## config.mk

```make
export PLATFORM = sky130hd
export DESIGN_NAME = rotate_left_pipe
export DESIGN_NICKNAME = d
export VERILOG_FILES = /design/src/rtl/rotate_left_pipe.sv
export SDC_FILE = /design/constraint.sdc
export NUM_CORES = 1
export LEC_CHECK = 0
export BUFFER_PORTS_ARGS = -buffer_cell sky130_fd_sc_hd__buf_2
export CELL_PAD_IN_SITES_DETAIL_PLACEMENT = 1
export CELL_PAD_IN_SITES_GLOBAL_PLACEMENT = 2
export CORE_MARGIN = 2
export CORE_UTILIZATION = 25
export CTS_CLUSTER_SIZE = 25
export DETAILED_ROUTE_END_ITERATION = 12
export PLACE_DENSITY = 0.56
export SYNTH_ARGS = -nofsm -noshare
export SYNTH_HDL_FRONTEND = slang
export SYNTH_SLANG_ARGS = --single-unit
export TNS_END_PERCENT = 30
```

## constraint.sdc

```tcl
create_clock -name clock -period 2.39 [get_ports clock]
set_clock_uncertainty 0.1 [all_clocks]
set_input_delay 0.5975 -clock clock [delete_from_list [all_inputs] [get_ports clock]]
set_output_delay 0.5975 -clock clock [all_outputs]
set_load 0.05 [all_outputs]
```

## src/rtl/rotate_left_pipe.sv

```systemverilog
// rotate_left_pipe: pipelined left rotator with valid/ready on both sides.
// Stage k rotates by 2^k when amount bit k is set. After SHW stages the word is
// rotated left by the full amount. Backpressure is elastic: a stage advances when
// it is empty or when the stage after it advances.
//
// Ports
//   clock      rising-edge clock
//   reset_n    asynchronous active-low reset
//   in_valid   din/amount valid
//   in_ready   pipeline can accept (combinational through the ready chain)
//   amount     left-rotate distance, 0..WIDTH-1
//   din        word to rotate
//   out_valid  dout holds a result
//   out_ready  consumer takes dout
//   dout       din rotated left by amount
module rotate_left_pipe #(
    parameter int unsigned WIDTH = 32,   // must equal 2**SHW
    parameter int unsigned SHW   = 5     // rotate-amount width and stage count
) (
    input  logic             clock,
    input  logic             reset_n,
    input  logic             in_valid,
    output logic             in_ready,
    input  logic [SHW-1:0]   amount,
    input  logic [WIDTH-1:0] din,
    output logic             out_valid,
    input  logic             out_ready,
    output logic [WIDTH-1:0] dout
);

    // Per-stage state
    logic [SHW-1:0]   v;
    logic [WIDTH-1:0] data [SHW];
    logic [SHW-1:0]   amt  [SHW];

    // Per-stage load sources and rotated data
    logic [SHW-1:0]   src_v;
    logic [WIDTH-1:0] src_data [SHW];
    logic [SHW-1:0]   src_amt  [SHW];
    logic [WIDTH-1:0] rot      [SHW];

    logic [SHW-1:0]   ready;
    logic             carry;

    // Stage 0 takes the input port; stage k takes stage k-1
    assign src_v[0]    = in_valid;
    assign src_data[0] = din;
    assign src_amt[0]  = amount;

    for (genvar k = 1; k < SHW; k++) begin : g_link
        assign src_v[k]    = v[k-1];
        assign src_data[k] = data[k-1];
        assign src_amt[k]  = amt[k-1];
    end

    // Stage k rotates by a fixed 2^k, selected by amount bit k
    for (genvar k = 0; k < SHW; k++) begin : g_rot
        localparam int unsigned STEP = 1 << k;
        assign rot[k] = src_amt[k][k]
                      ? {src_data[k][WIDTH-1-STEP:0], src_data[k][WIDTH-1:WIDTH-STEP]}
                      : src_data[k];
    end

    // Ready chain: a stage may load if it is empty or everything after it advances.
    // Built from a running carry so no signal depends on itself.
    always_comb begin
        carry = out_ready;
        ready = '0;
        for (int k = SHW - 1; k >= 0; k--) begin
            carry    = !v[k] | carry;
            ready[k] = carry;
        end
    end

    // Stage registers; a bubble loads v=0 and its data is don't-care
    always_ff @(posedge clock or negedge reset_n) begin
        if (!reset_n) begin
            v <= '0;
            for (int k = 0; k < SHW; k++) begin
                data[k] <= '0;
                amt[k]  <= '0;
            end
        end else begin
            for (int k = 0; k < SHW; k++) begin
                if (ready[k]) begin
                    v[k]    <= src_v[k];
                    data[k] <= rot[k];
                    amt[k]  <= src_amt[k];
                end
            end
        end
    end

    assign in_ready  = ready[0];
    assign out_valid = v[SHW-1];
    assign dout      = data[SHW-1];

endmodule
```

Yosys cells after proc, flatten, opt, wreduce, memory -nomap -nowiden
Index checks and enable logic that the tools add are counted.

cells by class
  multiplexer cells = 5
  reductions and logical operators = 5
  bitwise logic cells = 5

operators with widths
  operator         number
  $mux 32          5
  $logic_not 1->1  5
  $or 1x1->1       5

word-level totals
  output and inout bits = 34
  word-level logic and storage cells = 29
  register bits = 185
  bits of input ports = 41

Logic depth before layout (Yosys ltp)
  depth after elaboration = 6
  gate-level depth with buffers = 6
  gate-level depth less buffers = 3

Worst setup path before layout
OpenSTA, ideal clock, no wires.

  kind = register to output
  start = register v[4]
  end = output in_ready
  slack = -37 ps
  stages on the path, launching flop included = 7
  path buffers = 3
  arrival = 1730 ps
  required time = 1692 ps
  path through = dfrtp_1 > and4b_1 > buf_6 > and3_4 > buf_6 > buf_6 > inv_1

between the ends
  cells in the longest elaborated chain, start to end = 6

RTL lines
  element                           line  text
  start: declaration                32    logic [SHW-1:0] v;
  start signal: indexed assignment  86    v[k] <= src_v[k];
  $logic_not 1->1                   70    carry = !v[k] | carry;
  $or 1x1->1 (5 in series)          70
  end: declaration                  23    output logic in_ready,

Every way passes these cells.

Final worst setup path
Same ends and word-level chain as after synthesis.

==> results.ini <==
[floorplan]
core-area_mm2 = 0.0326
std_cell_rows = 66
dieArea_mm2 = 0.0347
fp.dieH_um = 186
start_util_pct = 25.5
io_pins = 75
die_w_um = 186

[clock_tree]
clockBufferDepth = 2
cts_tree = yes
cts_root_buf = clkbuf_16
insertion_delay_ns = 0.43
cts.sinks = 175
clkTransAtPathRegs_ns = 0.07
numCtsBuffers = 17
h-tree-depth = 4

[setup_path]
startpoint_type = register
arrival_ns = 1.59
path_cells = and4b_2 -> and3_4 -> clkinvlp_4 -> clkbuf_4
endpoint_kind = output port
rrSetupSlack_ns = 0.54
path_max_fanout = 5
cpLargestDelayFamily = simple AND/OR/NAND/NOR gates
cpMaxStageDelayCell = dfrtp_2
crit_buf_inv = 2
max_stage_delay_ns = 0.40
path_class = reg2out
cp.required_ns = 1.69

[yosys]
postSynth.asyncResetShare_pct = 100
synth_area_mm2 = 0.00832
yosys_most_used_dff = dfrtp_1
ys_seq_elements = 175
yosysTopAreaCellShare_pct = 52.7
synthTopCellsByArea = dfrtp_1, mux2i_1, mux2_2
synth_enable_flop_cells = 0
syn_nets = 779
synth_cell_types = 25
syn_inst = 738
yosys_warnings = 0
synth.avg_cell_area_um2 = 11.3
yosysTopAreaCell = dfrtp_1
synth-seq-area-share_pct = 52.7

[drt]
wl_per_cell_um = 15.7
routed-via-count = 5166
wl_met2_um = 7980
final_antenna_net_count = 0
drc = 0
drt-initial-drc-count = 190
via_per_inst = 4.24
met1_length_um = 10400
top_layer_used = met4
drtPass1Iterations = 4
routed_wirelength_um = 19100
wl_met3_um = 603

[hold_path]
hold_path.class = in2reg

[finish]
layout_commonest_cell = dfrtp_1
drive_above_1_share_pct = 26.2
ff_latch_area_mm2 = 0.00438
utilization_pct = 29.6
antenna_cells = 0
layout_common_cells = dfrtp_1, mux2i_1, o21ai_0
final_area_mm2 = 0.00965
nets = 804
fillers = 3650
multi_input_area_mm2 = 0.00343
syn2layout_area_growth_pct = 16.1

[sta]
rsz0062_at_grt = false
setup_ws_ns = 0.0984
drv_slew = 0
slew-limit-headroom_pct = 66.1
fin_crit_sh_pct = 95.9
tightest_slew_ns = 0.509
hold_viol_final = 0
setup_tns_ns = 0
fin_crit_ns = 2.29
max_freq_mhz = 436
setup-violations-final = 0

[global_route]
grt_max_degree = 90
first_global_vias = 5381
antenna_found_initial = 0
overflow = 0
grt_usage_pct = 11.5
grt_first_pass_wirelength_um = 31700

[place]
gp_congestion = 0.672
io_buffers = 74
dp_hpwl_um = 13700
place_area_mm2 = 0.00901
place_ws_ns = 0.112

[job]
timing.max_cap.violations = 0

[power]
ir_drop_mv = 0.561
powerDensity_mw_per_mm2 = 1140
p_total_uw = 11000
power_leakage_uw = 0.00426

[outcome]
run_status = finished, final reports clean

synthesized netlist by cell type (all sizes together), types with 2 or more instances:
cell	n
nand2	70
or2	3
dfrtp	175
mux2i	128
nand2b	2
mux2	72
o21ai	96
buf	55
clkbuf	34
nand3	32
a21oi	32
nor2	32
kinds of logic (layout without fill, tap and decap cells):
family,count (synthesis),in the layout,synth area share [%]
compound gates,128,128,7.70
buf+inv,90,127,6.17
flops,175,175,52.7
mux,200,200,26.0
simple gates,145,145,7.51
layer usage:
| metal | global-route usage [%] | vias to the layer above |
|---|---|---|
| li1 | - | 2589 |
| met1 | 17.3 | 2471 |
| met2 | 16.6 | 89 |
| met3 | 2.18 | 17 |
| met4 | 3.14 | 0 |
| met5 | 0 | - |
where the power goes:
| group | internal (uW) | switching (uW) |
|---|---|---|
| Clock | 1690 | 1240 |
| Sequential | 3910 | 745 |
| Combinational | 1200 | 2250 |
worst reg2reg max path, stage by stage, from the launching register on:
cell	delay [ns]
dfrtp_2	0.40
and4b_2	0.27
and3_4	0.22
buf_4	0.12
buf_12	0.23
mux2_2	0.40
per-stage QoR:
stage                     hold slack (ns)  instances
final                               0.262       1217
after global placement              0.354       1183
after floorplan                     0.202        738
after detailed placement            0.355       1183
after CTS                           0.240       1215
after global routing                0.252       1217
area by class of cell:
type                       instances  area share, %
clock buffer                      18           4.55
clock inverter                    13           1.83
inverter                           1         0.0778
multi-input combinational        473           35.6
sequential                       175           45.4
tap                              442           5.73
timing repair buffer              95           6.88
sequential cells by signal, summed over array words and instances (netlist names):
signal / cells
amt: 10
v: 5
dout: 32
data: 128
worst paths after layout:
check,from,endpoint,cells past startpoint
min in group asynchronous,reset_n,dout[31],2
worst min register to register,amt[14],amt[14],2
max in group asynchronous,reset_n,data[53],3
worst max-delay path,v[4],in_ready,4
worst min-delay path,in_valid,v[0],2
worst max register to register,v[4],data[144],5
timing repair:
action / in CTS / in global routing
gates resized for setup: 0 / 1
endpoints found under the setup margin: 0 / 1
buffers inserted: 0 / 2
hold buffers: 1 / 0
endpoints found under the hold margin: 7 / 0
No activity file was read; power rests on OpenSTA's default activity.
